<file path="src/rtl/board_pkg.sv">
// rtl/board_pkg.sv - shared constants and types for the board row fetch scheduler
package board_pkg;

    localparam int COLS    = 12;
    localparam int ROWS    = 22;
    localparam int CELL_PX = 20;
    localparam int COLOR_W = 4;
    localparam int ADDR_W  = 9;

    // Wide enough for both 0..ROWS-1 and 0..CELL_PX-1
    localparam int ROW_W   = 5;
    // Wide enough for 0..COLS-1
    localparam int COL_W   = 4;

    typedef logic [COLOR_W-1:0] cell_color_t;

    typedef enum logic [1:0] {
        IDLE,
        FETCH,
        DRAIN,
        COMMIT
    } fetch_state_t;

endpackage

</file>
<file path="src/rtl/board_row_tracker.sv">
// rtl/board_row_tracker.sv - tracks board cell row per pixel line and raises the fetch trigger
module board_row_tracker
    import board_pkg::*;
(
    input  logic             clk,
    input  logic             reset,
    input  logic             line_start_i,
    input  logic [9:0]       next_row_i,
    output logic [ROW_W-1:0] cell_row_o,
    output logic             in_board_o,
    output logic             trigger_o
);

    logic [ROW_W-1:0] sub_row_q, sub_row_d;
    logic [ROW_W-1:0] cell_row_q, cell_row_d;

    // Counter update on each line start; next_row 0 resynchronises to the frame top
    always_comb begin
        sub_row_d  = sub_row_q;
        cell_row_d = cell_row_q;
        if (line_start_i) begin
            if (next_row_i == '0) begin
                sub_row_d  = '0;
                cell_row_d = '0;
            end else if (sub_row_q == ROW_W'(CELL_PX - 1)) begin
                sub_row_d = '0;
                if (cell_row_q != ROW_W'(ROWS - 1)) begin
                    cell_row_d = cell_row_q + 1'b1;
                end
            end else begin
                sub_row_d = sub_row_q + 1'b1;
            end
        end
    end

    // Row counter registers
    always_ff @(posedge clk or posedge reset) begin
        if (reset) begin
            sub_row_q  <= '0;
            cell_row_q <= '0;
        end else begin
            sub_row_q  <= sub_row_d;
            cell_row_q <= cell_row_d;
        end
    end

    // Post-update values drive the trigger so the fetch targets the row about to be shown
    always_comb begin
        in_board_o = (next_row_i < 10'(ROWS * CELL_PX));
        cell_row_o = cell_row_d;
        trigger_o  = line_start_i && in_board_o && (sub_row_d == '0);
    end

endmodule

</file>
<file path="src/rtl/board_row_fetch_sched.sv">
// rtl/board_row_fetch_sched.sv - arbitrates board RAM between display row bursts and the game engine
module board_row_fetch_sched
    import board_pkg::*;
(
    input  logic                     clk,
    input  logic                     reset,
    input  logic                     line_start,
    input  logic [9:0]               next_row,
    input  logic                     game_req,
    input  logic                     game_we,
    input  logic [ADDR_W-1:0]        game_addr,
    input  logic [COLOR_W-1:0]       game_wdata,
    output logic                     game_gnt,
    output logic                     game_rvalid,
    output logic [COLOR_W-1:0]       game_rdata,
    output logic                     ram_en,
    output logic                     ram_we,
    output logic [ADDR_W-1:0]        ram_addr,
    output logic [COLOR_W-1:0]       ram_wdata,
    input  logic [COLOR_W-1:0]       ram_rdata,
    output logic [COLS*COLOR_W-1:0]  line_cells,
    output logic                     line_valid,
    output logic                     fetch_busy,
    output logic                     overrun
);

    fetch_state_t             state_q, state_d;
    logic [COL_W-1:0]         col_q, col_d;
    logic [ADDR_W-1:0]        base_q, base_d;
    logic                     rd_pend_q;
    logic [COL_W-1:0]         rd_col_q;
    logic [COLS*COLOR_W-1:0]  shadow_q;
    logic [COLS*COLOR_W-1:0]  line_cells_q;
    logic                     line_valid_q;
    logic                     overrun_q;
    logic                     game_rvalid_q;

    logic [ROW_W-1:0]         cell_row;
    logic                     in_board;
    logic                     trigger;

    board_row_tracker u_tracker (
        .clk          (clk),
        .reset        (reset),
        .line_start_i (line_start),
        .next_row_i   (next_row),
        .cell_row_o   (cell_row),
        .in_board_o   (in_board),
        .trigger_o    (trigger)
    );

    // Burst sequencing: issue one column per cycle, wait out the last read, then publish
    always_comb begin
        state_d    = state_q;
        col_d      = col_q;
        base_d     = base_q;
        fetch_busy = (state_q != IDLE);
        case (state_q)
            IDLE: begin
                if (trigger) begin
                    state_d = FETCH;
                    col_d   = '0;
                    base_d  = ADDR_W'(cell_row) * ADDR_W'(COLS);
                end
            end
            FETCH: begin
                if (col_q == COL_W'(COLS - 1)) begin
                    state_d = DRAIN;
                end else begin
                    col_d = col_q + 1'b1;
                end
            end
            DRAIN:   state_d = COMMIT;
            COMMIT:  state_d = IDLE;
            default: state_d = IDLE;
        endcase
    end

    // RAM port mux: display burst owns the RAM, the game engine only gets quiet IDLE cycles
    always_comb begin
        game_gnt  = game_req && (state_q == IDLE) && !trigger;
        ram_en    = 1'b0;
        ram_we    = 1'b0;
        ram_addr  = '0;
        ram_wdata = '0;
        if (state_q == FETCH) begin
            ram_en   = 1'b1;
            ram_addr = base_q + ADDR_W'(col_q);
        end else if (game_gnt) begin
            ram_en    = 1'b1;
            ram_we    = game_we;
            ram_addr  = game_addr;
            ram_wdata = game_wdata;
        end
    end

    // FSM and burst address registers
    always_ff @(posedge clk or posedge reset) begin
        if (reset) begin
            state_q <= IDLE;
            col_q   <= '0;
            base_q  <= '0;
        end else begin
            state_q <= state_d;
            col_q   <= col_d;
            base_q  <= base_d;
        end
    end

    // Read data lands one cycle after issue, so it is steered by the delayed column index
    always_ff @(posedge clk or posedge reset) begin
        if (reset) begin
            rd_pend_q <= 1'b0;
            rd_col_q  <= '0;
            shadow_q  <= '0;
        end else begin
            rd_pend_q <= (state_q == FETCH);
            rd_col_q  <= col_q;
            if (rd_pend_q) begin
                shadow_q[rd_col_q*COLOR_W +: COLOR_W] <= ram_rdata;
            end
        end
    end

    // Visible line buffer: blanked when leaving the board, otherwise replaced whole at commit
    always_ff @(posedge clk or posedge reset) begin
        if (reset) begin
            line_cells_q <= '0;
            line_valid_q <= 1'b0;
        end else if (line_start && !in_board) begin
            line_cells_q <= '0;
            line_valid_q <= 1'b0;
        end else if (state_q == COMMIT) begin
            line_cells_q <= shadow_q;
            line_valid_q <= 1'b1;
        end
    end

    // Sticky overrun flag and game read-valid pulse
    always_ff @(posedge clk or posedge reset) begin
        if (reset) begin
            overrun_q     <= 1'b0;
            game_rvalid_q <= 1'b0;
        end else begin
            if (line_start && (state_q != IDLE)) begin
                overrun_q <= 1'b1;
            end
            game_rvalid_q <= game_gnt && !game_we;
        end
    end

    assign line_cells  = line_cells_q;
    assign line_valid  = line_valid_q;
    assign overrun     = overrun_q;
    assign game_rvalid = game_rvalid_q;
    assign game_rdata  = game_rvalid_q ? ram_rdata : '0;

endmodule

</file>
<file path="config.mk">
export PLATFORM = sky130hd
export DESIGN_NAME = board_row_fetch_sched
export DESIGN_NICKNAME = d
export VERILOG_FILES = /design/src/rtl/board_pkg.sv /design/src/rtl/board_row_tracker.sv /design/src/rtl/board_row_fetch_sched.sv
export SDC_FILE = /design/constraint.sdc
export NUM_CORES = 1
export LEC_CHECK = 0
export CAP_MARGIN = 30
export CORE_MARGIN = 3
export CORE_UTILIZATION = 31
export DETAILED_ROUTE_END_ITERATION = 10
export SYNTH_ARGS = -nofsm -noshare
export SYNTH_HDL_FRONTEND = slang
export SYNTH_SLANG_ARGS = --single-unit
</file>
<file path="constraint.sdc">
create_clock -name clk -period 11.3 [get_ports clk]
set_input_delay 1.695 -clock clk [delete_from_list [all_inputs] [get_ports clk]]
set_output_delay 1.695 -clock clk [all_outputs]
set_load 0.01 [all_outputs]
</file>
## Word level (Yosys, flattened, before mapping)

Index checks and enable logic that the tools add are counted.
Widths: inputs -> output; s select.

| cells by class | value |
|---|---|
| add/subtract/negate cells | 5 |
| reductions and logical operators | 19 |
| shifts and indexed selects | 2 |
| mux-type cells | 27 |
| $lt $le $gt $ge | 1 |
| multiply operators | 1 |
| eq/ne operators | 9 |

Operators with widths:

| kind | number |
|---|---|
| $mux 48 | 2 |
| $bwmux 48 | 1 |
| $shift 4x34->48 const A | 1 |
| $shiftx 4x34->48 | 1 |
| $mux 5 | 7 |
| $neg 6->34 | 1 |
| $mux 4 | 5 |
| $mux 9 | 2 |
| $add 5x1->5 const B | 2 |
| $logic_not 10->1 | 1 |
| $lt 10x9->1 const B | 1 |
| $add 9x4->9 | 1 |
| $pmux 2 s4 | 1 |
| $pmux 4 s2 | 1 |
| $logic_and 1x1->1 | 7 |
| $mul 5x2->7 const B | 1 |
| $mux 1 | 6 |
| $ne 2x2->1 const B | 3 |
| $reduce_bool 2->1 | 3 |
| $eq 5x5->1 const B | 1 |
| $logic_not 5->1 | 1 |
| $ne 5x5->1 const B | 1 |
| $add 4x1->4 const B | 1 |
| $eq 2x2->1 const B | 2 |
| 7 further kinds | 11 |

| word-level totals | value |
|---|---|
| flip-flop bits (word level) | 127 |
| word-level logic and storage cells | 76 |
| output and inout bits | 72 |

## Depth between registers and ports, before layout

Gate-level depths: netlist of the first run.

| logic depth | value |
|---|---|
| depth after elaboration | 10 |
| mapped depth | 15 |
| mapped depth without buffers | 15 |

## By module

Synthesis of the first run repeated with hierarchy kept, for this count alone.

| unflattened totals | value |
|---|---|
| cell total of the unflattened synthesis | 486 |
| area, all modules | 5828.1 µm² |

Modules (own cells, without submodules):

| module | cells each | area an instance (µm²) | times used |
|---|---|---|---|
| board_row_fetch_sched | 406 | 5109.9 | 1 |
| board_row_tracker | 80 | 718.2 | 1 |

## Worst setup path before layout of the first run

No wires, ideal clock.

| path | value |
|---|---|
| path kind | input to output |
| start | input next_row[4] |
| end | output ram_addr[4] |
| cell stages on the path | 8 |
| buffers on the path | 3 |
| path slack | 6400 ps |
| arrival time | 3205 ps |
| required time | 9605 ps |
| path through | nor4_2 > and3_1 > buf_2 > o211ai_2 > and2_4 > buf_6 > buf_6 > a32o_1 |

| between the ends | value |
|---|---|
| word-level cells in the longest chain between the ends | 9 |
| elaborated cells on any way between the ends | 11 |
| those cells by class | order compare (1); mux (4); reduce/logical (6) |

RTL lines:

| element | RTL line | source |
|---|---|---|
| start, declared | board_row_fetch_sched.sv:8 | `input logic [9:0] next_row,` |
| parallel branches: the longest is 4 deep, another holds $lt 10x9->1 | - |  |
| $logic_and 1x1->1 (*) | board_row_tracker.sv:51 | `trigger_o = line_start_i && in_board_o && (sub_row_d == '0);` |
| $logic_not 1->1 (*) | board_row_fetch_sched.sv:81 | `game_gnt = game_req && (state_q == IDLE) && !trigger;` |
| $logic_and 1x1->1 (*) | board_row_fetch_sched.sv:81 |  |
| $mux 9 (*) | board_row_fetch_sched.sv:89 | `end else if (game_gnt) begin` |
| $mux 9 (*) | board_row_fetch_sched.sv:86 | `if (state_q == FETCH) begin` |
| end, declared | board_row_fetch_sched.sv:18 | `output logic [ADDR_W-1:0] ram_addr,` |

Mark *: on every way between the ends.

## Final worst setup path of the first run

| path | value |
|---|---|
| start | input line_start |
| end | output ram_addr[7] |

| between the ends | value |
|---|---|
| word-level cells in the longest chain between the ends | 7 |
| elaborated cells on any way between the ends | 8 |
| those cells by class | mux (3); reduce/logical (5) |

RTL lines:

| element | RTL line | source |
|---|---|---|
| start, declared | board_row_fetch_sched.sv:7 | `input logic line_start,` |
| $mux 5 | board_row_tracker.sv:21 | `if (line_start_i) begin` |
| $logic_not 5->1 | board_row_tracker.sv:51 |  |
| $logic_and 1x1->1 (*) | board_row_tracker.sv:51 |  |
| $logic_not 1->1 (*) | board_row_fetch_sched.sv:81 |  |
| $logic_and 1x1->1 (*) | board_row_fetch_sched.sv:81 |  |
| $mux 9 (*) | board_row_fetch_sched.sv:89 |  |
| $mux 9 (*) | board_row_fetch_sched.sv:86 |  |

Mark *: on every way between the ends. The rest lies on a longest branch, timed or not.

==> results of run 1 <==
## worst max path at each step
stage                    start          end  slack, ps  cells past startpoint
CTS                 line_start  ram_addr[7]       5160                      7
finish              line_start  ram_addr[7]       5170                      7
floorplan                reset    base_q[2]       6220                      1
global placement    line_start  ram_addr[5]       5250                      7
detailed placement  line_start  ram_addr[7]       5160                      7
global route        line_start  ram_addr[7]       4970                      7
## cell type report
class | count | area (µm²) | share of cell area [%]
well taps | 260 | 325.3 | 4.075
repair buffers | 109 | 1106 | 13.86
clock inverters | 12 | 112.6 | 1.411
clock buffers | 19 | 442.9 | 5.549
multi-input cells | 402 | 2725 | 34.14
flip-flops and latches | 127 | 3178 | 39.81
inverters | 24 | 92.59 | 1.160
## cells by family after synthesis
kind of cell,share of synthesized area [%]
AOI/OAI and AO/OA,11.81
xor gates and xnor gates,1.287
adders and majority gates,4.330
buffers and inverters,3.799
DFF,51.88
muxes,11.15
and+or+nand+nor,15.75
## state kept, by name (all words and copies together) (netlist names)
register and count:
line_cells 48, shadow_q 48, base_q 7, u_tracker.cell_row_q 5
u_tracker.sub_row_q 5, col_q 4, rd_col_q 4, state_q 2
game_rvalid 1, line_valid 1, overrun 1, rd_pend_q 1
## power breakdown
group          internal, µW  switching (µW)  total, µW  leakage, µW
clock                   307             209        516     0.000258
sequential              627             145        772      0.00160
combinational           409             450        859      0.00164
## cell usage in the layout, fill, tap and decap left out, drive strengths merged, types with 7 or more instances in the layout
master         count
a21o               8
clkbuf            19
ha                18
inv               25
nor2              67
nor3               7
a21oi             15
and3               7
nor2b              9
and2              11
nand3             18
mux2i             48
nand2             65
o21ai             26
a32o               9
clkdlybuf4s50    103
mux2              18
o31ai             20
dfrtp            127
## worst max-delay path, delay by kind of cell
family,cells,cell delay (ps)
and+or+nand+nor,1,270
buffers and inverters,3,1590
AOI/OAI and AO/OA,3,860
## through the flow
stage	setup slack, ps	instances
global placement	5253	918
floorplan	6221	583
finish	5173	953
detailed placement	5165	920
CTS	5162	951
global route	4974	953
## metal layers
layer	global-route usage (%)	vias up
met2	22.30	134
li1	-	2248
met1	18.54	2292
met3	3.538	27
met4	6.444	0
met5	0	-
==> run_results.csv, run 1 <==
group,metric,value,unit
placed_design,place.gp.congestion,0.8194,
placed_design,io_buffers,103,
worst_setup_path,rrSetupSlack,7990,ps
detailed_routing,ant_nets,0,
power_and_ir_drop,power.total,2147,µW
power_and_ir_drop,peakVddDrop,110.4,µV
detailed_routing,via_per_inst,4.933,
timing,rsz0062_at_grt,"false",
grt,grt_pass1_vias,4698,
min_path,holdCritStartpoint,"overrun",
detailed_routing,wirelength,14.94,mm
synthesis,ys_warn_count,0,
detailed_routing,wl_met2,6.956,mm
detailed_routing,wl_per_cell,15.67,µm
floorplan,core,19080,µm²
timing,hold_viol,0,
grt,track_usage,14.19,%
layout,area_growth,30.31,%
worst_setup_path,end_kind,"output pin",
floorplan,die_width,146.6,µm
synthesis,synth.most_common_cell,"dfrtp_1",
clock_tree,cts_buffers,17,
worst_setup_path,crit_type,"primary input to output pin",
synthesis,async_reset_ff_share,100.0,%
grt,grt_remaining_overflow,0,
detailed_routing,firstDrtPassIters,4,
worst_setup_path,worstRegToRegCells,14,
timing,clock_skew,11.40,ps
floorplan,fp.dieH,146.6,µm
timing,setup_viol,0,
timing,tns,0,ps
clock_tree,cts.sinks,127,
clock_tree,path_clk_slew,50,ps
worst_setup_path,r2r-start,"u_tracker.sub_row_q[0]",
timing,fmax,163.2,MHz
flow_run,cap_violations,0,
worst_setup_path,crit_chain,"clkdlybuf4s50_1 -> clkinv_1 -> o311ai_4 -> o211ai_2 -> and2_4 -> a32o_1 -> clkdlybuf4s50_1",
status,status,"finished, final reports clean",
floorplan,io_pins,104,
placed_design,place_area,7395,µm²
timing,tightest_slew,928.3,ps
synthesis,syn-num-nets,635,
clock_tree,root_buffer,"clkbuf_16",
timing,hold_ws,472.9,ps
synthesis,synth_edf_count,0,
synthesis,synth_flop_cell,"dfrtp_1",
worst_setup_path,crit_required,9610,ps
power_and_ir_drop,leakage,0.003496,µW
worst_setup_path,cp_common_cell,"clkdlybuf4s50_1",
synthesis,ys_types,60,
clock_tree,htree_levels,4,
synthesis,synth_top_area_share,51.88,%
floorplan,die-area,21480,µm²
layout,drive_above_1_share,9.524,%
layout,n_fill_cell,1807,
synthesis,synth_seq_cells,127,
detailed_routing,wl_met1,6.929,mm
grt,antenna_found_initial,0,
synthesis,synth_area_leaders,"dfrtp_1 (52%), mux2i_1 (7.8%), nor2_1 (4.1%)",
min_path,min_path_cells,1,
timing,fin_crit,6127,ps
detailed_routing,drt_iter0_drc,337,
floorplan,start_util,32.10,%
clock_tree,post-cts-setup-buffers,0,
worst_setup_path,cp_slowest_cell,"clkdlybuf4s50_1",
synthesis,synth_commonest_cells,"dfrtp_1 (127), nor2_1 (67), nand2_1 (65), mux2i_1 (48), o21ai_0 (24)",
layout,postLayoutCoreUtil,41.84,%
synthesis,syn_area,6126,µm²
worst_setup_path,r2r_end,"base_q[7]",
detailed_routing,dr_total_vias,4701,
clock_tree,cts_resized,0,
synthesis,ys_seq_area_share,51.88,%
detailed_routing,top_layer_used,"met4",
worst_setup_path,cp.arrival,4430,ps
worst_setup_path,cp_max_fo,17,
timing,slew_viol_final,0,
min_path,holdPathEnd,"overrun",
floorplan,rows,50,
layout,num-nets-final,733,
synthesis,yosysTopAreaCell,"dfrtp_1",
timing,slew_headroom,36.51,%
detailed_routing,drc,0,
grt,grt_max_degree,72,
placed_design,dp_hpwl,10.61,mm
layout,diodes,0,
clock_tree,cts_tree,"done",
synthesis,synth.avg_cell_area,10.51,µm²
worst_setup_path,cp-start-kind,"primary input",
detailed_routing,met3WireLength,666,µm
min_path,hold_path_class,"flop to flop",
clock_tree,clockBufferDepth,2,
timing,finalCritPeriodShare,54.22,%
grt,grt_first_pass_wirelength,24.36,mm
power_and_ir_drop,p_per_area,268.9,nW/µm²
synthesis,netlist_instances,583,
clock_tree,clock_latency,420,ps
layout,final_cell_area,7983,µm²
clock_tree,cts_hold_buf,0,
worst_setup_path,slowest_delay,710,ps
No activity file was read; power rests on OpenSTA's default activity.
==> run 2, diff against run 1 <==
clock period = 5.65 ns   (was 11.3 ns; I/O delays follow)
==> run 2 against run 1 <==
  * Largest power group unchanged
  * Sequential power up 99%
  * Global-route usage grew 0.093 points
  * Die area did not move
  * Clock-buffer cell count is the same
  * Largest cell class unchanged
  * Total power is 100% higher
==> run_results.csv, run 2 (same netlist as run 1, synthesis figures left out) <==
group,metric,value,unit
power_and_ir_drop,leakage,0.003522,µW
layout,area_growth,30.92,%
power_and_ir_drop,p_int,2790,µW
power_and_ir_drop,peakVddDrop,236.3,µV
grt,grt_max_degree,52,
worst_setup_path,crit_required,4800,ps
clock_tree,root_buffer,"clkbuf_16",
power_and_ir_drop,power_frac_seq,35.1,%
clock_tree,htree_levels,4,
detailed_routing,dr_total_vias,4690,
grt,grt.busiest_layer,"met2",
placed_design,place_inst,922,
grt,met2_usage,23.64,%
grt,grt_remaining_overflow,0,
timing,clock_skew,8.495,ps
worst_setup_path,end_kind,"output pin",
detailed_routing,wirelength,14.73,mm
timing,fmax,226.7,MHz
floorplan,rows,50,
detailed_routing,via_per_inst,4.921,
timing,slew_viol_final,0,
grt,grt_first_pass_wirelength,24.72,mm
layout,postLayoutCoreUtil,42.03,%
floorplan,die-area,21480,µm²
flow_run,cap_violations,0,
placed_design,io_buffers,103,
grt,antenna_found_initial,0,
grt,met3_usage,3.507,%
grt,grt_pass1_vias,4792,
grt,track_usage,14.29,%
timing,finalCritPeriodShare,78.06,%
timing,tightest_slew,861.3,ps
grt,use_met1,18.82,%
clock_tree,cts_hold_buf,0,
clock_tree,post-cts-setup-buffers,0,
min_path,hold_path_class,"flop to flop",
floorplan,core,19080,µm²
floorplan,io_pins,104,
timing,hold_viol,0,
detailed_routing,wl_per_cell,15.46,µm
floorplan,die_width,146.6,µm
worst_setup_path,cp.arrival,3560,ps
clock_tree,path_clk_slew,60,ps
layout,num-nets-final,733,
timing,slew_headroom,42.58,%
clock_tree,cts_resized,0,
worst_setup_path,cp_max_fo,17,
power_and_ir_drop,p_comb_share,39.2,%
layout,layout.cells.non_filler,953,
timing,hold_ws,466.3,ps
power_and_ir_drop,swShare,36.47,%
power_and_ir_drop,switchingPower,1602,µW
layout,seqCellArea,3178,µm²
worst_setup_path,crit_type,"primary input to output pin",
power_and_ir_drop,p_per_area,547.6,nW/µm²
timing,setup_viol,0,
detailed_routing,drt_iter0_drc,393,
placed_design,place.gp.congestion,0.8224,
clock_tree,cts_buffers,17,
floorplan,fp.dieH,146.6,µm
placed_design,dp_hpwl,10.77,mm
timing,rsz0062_at_grt,"false",
power_and_ir_drop,pwr-share-clk,25.7,%
layout,multi_input_area,2725,µm²
status,status,"finished, final reports clean",
layout,n_fill_cell,1801,
timing,tns,0,ps
detailed_routing,ant_nets,0,
clock_tree,cts.sinks,127,
layout,final_cell_mix,"dfrtp_1 (127), clkdlybuf4s50_1 (103), nor2_1 (66), nand2_1 (65), mux2i_1 (48)",
timing,fin_crit,4410,ps
clock_tree,clock_latency,420,ps
detailed_routing,drc,0,
layout,diodes,0,
detailed_routing,firstDrtPassIters,5,
layout,layout_commonest_cell,"dfrtp_1",
worst_setup_path,cp-start-kind,"primary input",
floorplan,start_util,32.10,%
layout,drive_above_1_share,9.668,%
clock_tree,cts_tree,"done",
clock_tree,clockBufferDepth,2,
## run 2: area by class of cell
class / count / share of cell area [%]
clock buffer: 19 / 5.647
multi-input combinational: 402 / 33.98
timing repair buffer: 109 / 13.57
tap: 260 / 4.056
sequential: 127 / 39.63
inverter: 24 / 1.154
clock inverter: 12 / 1.966
## run 2: worst max-delay path, cell delays in order
cell,delay (ps)
clkdlybuf4s50_1,720
clkinv_1,400
o311ai_4,390
o211ai_2,200
and2_4,270
a32o_1,250
clkdlybuf4s50_1,480
## run 2: per-stage QoR
step | worst slack (ps) | power, µW | cell area [µm²]
after floorplan | 1418 | 2609 | 6126
after global placement | 1333 | 3222 | 7382
after detailed placement | 1232 | 3290 | 7410
after CTS | 1229 | 4437 | 8020
after global routing | 1050 | 4707 | 8020
final | 1240 | 4392 | 8020
## run 2: routing by layer
metal	vias to the layer above	wire length, µm
met5	-	0
met4	0	146
met3	13	620
met2	138	7121
met1	2301	6843
li1	2238	-
## run 2: worst paths after layout
check | startpoint | endpoint | slack (ps) | depth (start not counted)
max in group asynchronous | reset | line_cells[25] | 3820 | 3
min | overrun | overrun | 470 | 1
max reg2reg | u_tracker.sub_row_q[0] | base_q[7] | 2450 | 14
max | line_start | ram_addr[3] | 1240 | 7
min reg2reg | overrun | overrun | 470 | 1
min in group asynchronous | reset | line_valid | 810 | 2
## run 2: power by group through the flow
stage                     clock network, µW  logic [µW]  registers [µW]
after CTS                              1150        1750            1540
after global placement                    0        1680            1540
after detailed placement                  0        1730            1560
after floorplan                           0        1110            1500
final                                  1130        1720            1540
after global routing                   1190        1920            1600
==> run 3, diff against run 2 <==
clock period = 3.7 ns   (was 5.65 ns; I/O delays follow)
==> run 3 against run 2 <==
  * Cell count grew 1.3%
  * Via count grew 0.41%
  * Global-route usage is essentially flat
  * Die area is the same
  * Sequential cell count did not move
  * Clock-buffer cell count shrank 1
  * Wire length rose by 1.7%
  * Non-clock buffer count is 11 higher
  * Largest power group unchanged
  * Highest routed layer unchanged
==> run_results.csv, run 3 (same netlist as run 1, synthesis figures left out) <==
group,metric,value,unit
floorplan,rows,50,
worst_setup_path,crit_start,"u_tracker.sub_row_q[0]",
worst_setup_path,crit_type,"flop to output pin",
power_and_ir_drop,peakVddDrop,335.5,µV
clock_tree,cts_tree,"done",
worst_setup_path,cp-start-kind,"flop",
worst_setup_path,cp.arrival,3020,ps
placed_design,place.gp.congestion,0.8258,
layout,area_growth,32.46,%
grt,grt_first_pass_wirelength,24.67,mm
timing,slew_headroom,36.68,%
worst_setup_path,cpLargestDelayFamily,"compound AO/OA/AOI/OAI gates",
worst_setup_path,r2r_end,"base_q[6]",
power_and_ir_drop,leakage,0.003584,µW
timing,tns,0,ps
layout,layout_commonest_cell,"dfrtp_1",
timing,finalCritPeriodShare,96.49,%
min_path,hold_path_class,"flop to flop",
layout,n_fill_cell,1825,
clock_tree,clockBufferDepth,2,
detailed_routing,wirelength,14.98,mm
layout,final_cell_mix,"dfrtp_1 (127), clkdlybuf4s50_1 (103), nor2_1 (66), nand2_1 (65), mux2i_1 (48)",
detailed_routing,dr_total_vias,4709,
detailed_routing,firstDrtPassIters,4,
worst_setup_path,rrSetupSlack,490,ps
grt,grt_pass1_vias,4849,
flow_run,cap_violations,0,
timing,fin_crit,3570,ps
detailed_routing,drc,0,
clock_tree,cts.sinks,127,
worst_setup_path,crit_required,3140,ps
layout,drive_above_1_share,11.06,%
clock_tree,post-cts-setup-buffers,0,
layout,num-nets-final,744,
worst_setup_path,crit_buf_inv,1,
grt,grt_max_degree,57,
grt,grt_remaining_overflow,0,
worst_setup_path,r2r-start,"u_tracker.sub_row_q[0]",
detailed_routing,drt_iter0_drc,292,
timing,rsz0062_at_grt,"false",
clock_tree,cts_resized,0,
placed_design,dp_hpwl,10.86,mm
layout,diodes,0,
clock_tree,root_buffer,"clkbuf_16",
floorplan,start_util,32.10,%
power_and_ir_drop,power.total,6729,µW
floorplan,die-area,21480,µm²
timing,clock_skew,9.106,ps
min_path,holdPathEnd,"overrun",
placed_design,io_buffers,103,
floorplan,die_width,146.6,µm
detailed_routing,via_per_inst,4.880,
power_and_ir_drop,p_per_area,829.3,nW/µm²
clock_tree,cts_buffers,17,
grt,antenna_found_initial,0,
timing,tightest_slew,925.9,ps
min_path,min_path_cells,1,
grt,track_usage,14.29,%
floorplan,io_pins,104,
clock_tree,clock_latency,410,ps
worst_setup_path,worstRegToRegCells,13,
timing,slew_viol_final,0,
worst_setup_path,end_kind,"output pin",
clock_tree,cts_hold_buf,0,
floorplan,core,19080,µm²
timing,hold_viol,0,
worst_setup_path,cp_slowest_cell,"clkdlybuf4s50_1",
min_path,holdCritStartpoint,"overrun",
worst_setup_path,cp_num_cells,8,
timing,fmax,280.1,MHz
clock_tree,htree_levels,4,
floorplan,fp.dieH,146.6,µm
worst_setup_path,slowest_delay,480,ps
clock_tree,path_clk_slew,60,ps
detailed_routing,wl_per_cell,15.52,µm
worst_setup_path,crit_chain,"ha_1 -> nor4bb_1 -> a21oi_1 -> o311ai_4 -> o211ai_2 -> and2_4 -> a32o_1 -> clkdlybuf4s50_1",
timing,setup_viol,0,
detailed_routing,ant_nets,0,
worst_setup_path,cp_max_fo,17,
status,status,"finished, final reports clean",
## run 3: cell types whose count changed in the layout (fill, tap and decap cells not counted), sizes merged
cell	delta
buf	+11
inv	+1
clkbuf	-1
clkinv	+3
clkinvlp	-2
## run 3: layout make-up
class / count / area [µm²] / area share, %
sequential: 127 / 3178 / 39.17
timing repair buffer: 120 / 1184 / 14.59
clock buffer: 18 / 429.2 / 5.289
inverter: 24 / 93.84 / 1.157
tap: 260 / 325.3 / 4.009
clock inverter: 14 / 178.9 / 2.205
multi-input combinational: 402 / 2725 / 33.59
## run 3: metal layers
layer | track usage, % | share of wire, % | routed length [µm]
met1 | 18.24 | 46 | 6847
met2 | 23.76 | 48 | 7193
met3 | 4.221 | 5.3 | 797
met4 | 3.857 | 0.94 | 141
met5 | 0 | 0 | 0
## run 3: worst max-delay path by stage
stage | endpoint | slack [ps]
finish | ram_addr[4] | 130
global route | ram_addr[2] | 3
CTS | ram_addr[2] | 120
detailed placement | ram_wdata[0] | 170
global placement | ram_addr[7] | 270
floorplan | base_q[7] | 880
## run 3: power breakdown
part / switching, µW / internal, µW / total [µW] / leakage (µW)
clock network: 635 / 1070 / 1710 / 0.000300
logic: 1380 / 1280 / 2660 / 0.00168
registers: 448 / 1910 / 2360 / 0.00160
total: 2460 / 4270 / 6730 / 0.00358
## run 3: worst reg2reg max path, stage by stage, from the launching register on
cell	delay [ps]
dfrtp_1	430
ha_1	280
nor4bb_1	450
buf_4	230
o21a_1	150
a21oi_1	70
o21ai_0	200
o31a_1	230
inv_1	90
ha_1	290
a21o_1	180
a21oi_1	240
xor2_1	160
o21ai_0	80
## run 3: through the flow
stage,utilization [%],worst slack [ps],instances,cell area (µm²),hold slack [ps]
2_1_floorplan,-,880.0,583,6130,436.1
3_3_place_gp,39.34,270.8,933,7506,461.0
3_5_place_dp,39.34,171.1,933,7506,447.9
4_1_cts,42.52,118.0,965,8114,471.5
5_1_grt,42.52,3.028,965,8114,487.7
6_report,42.52,129.8,965,8114,462.8
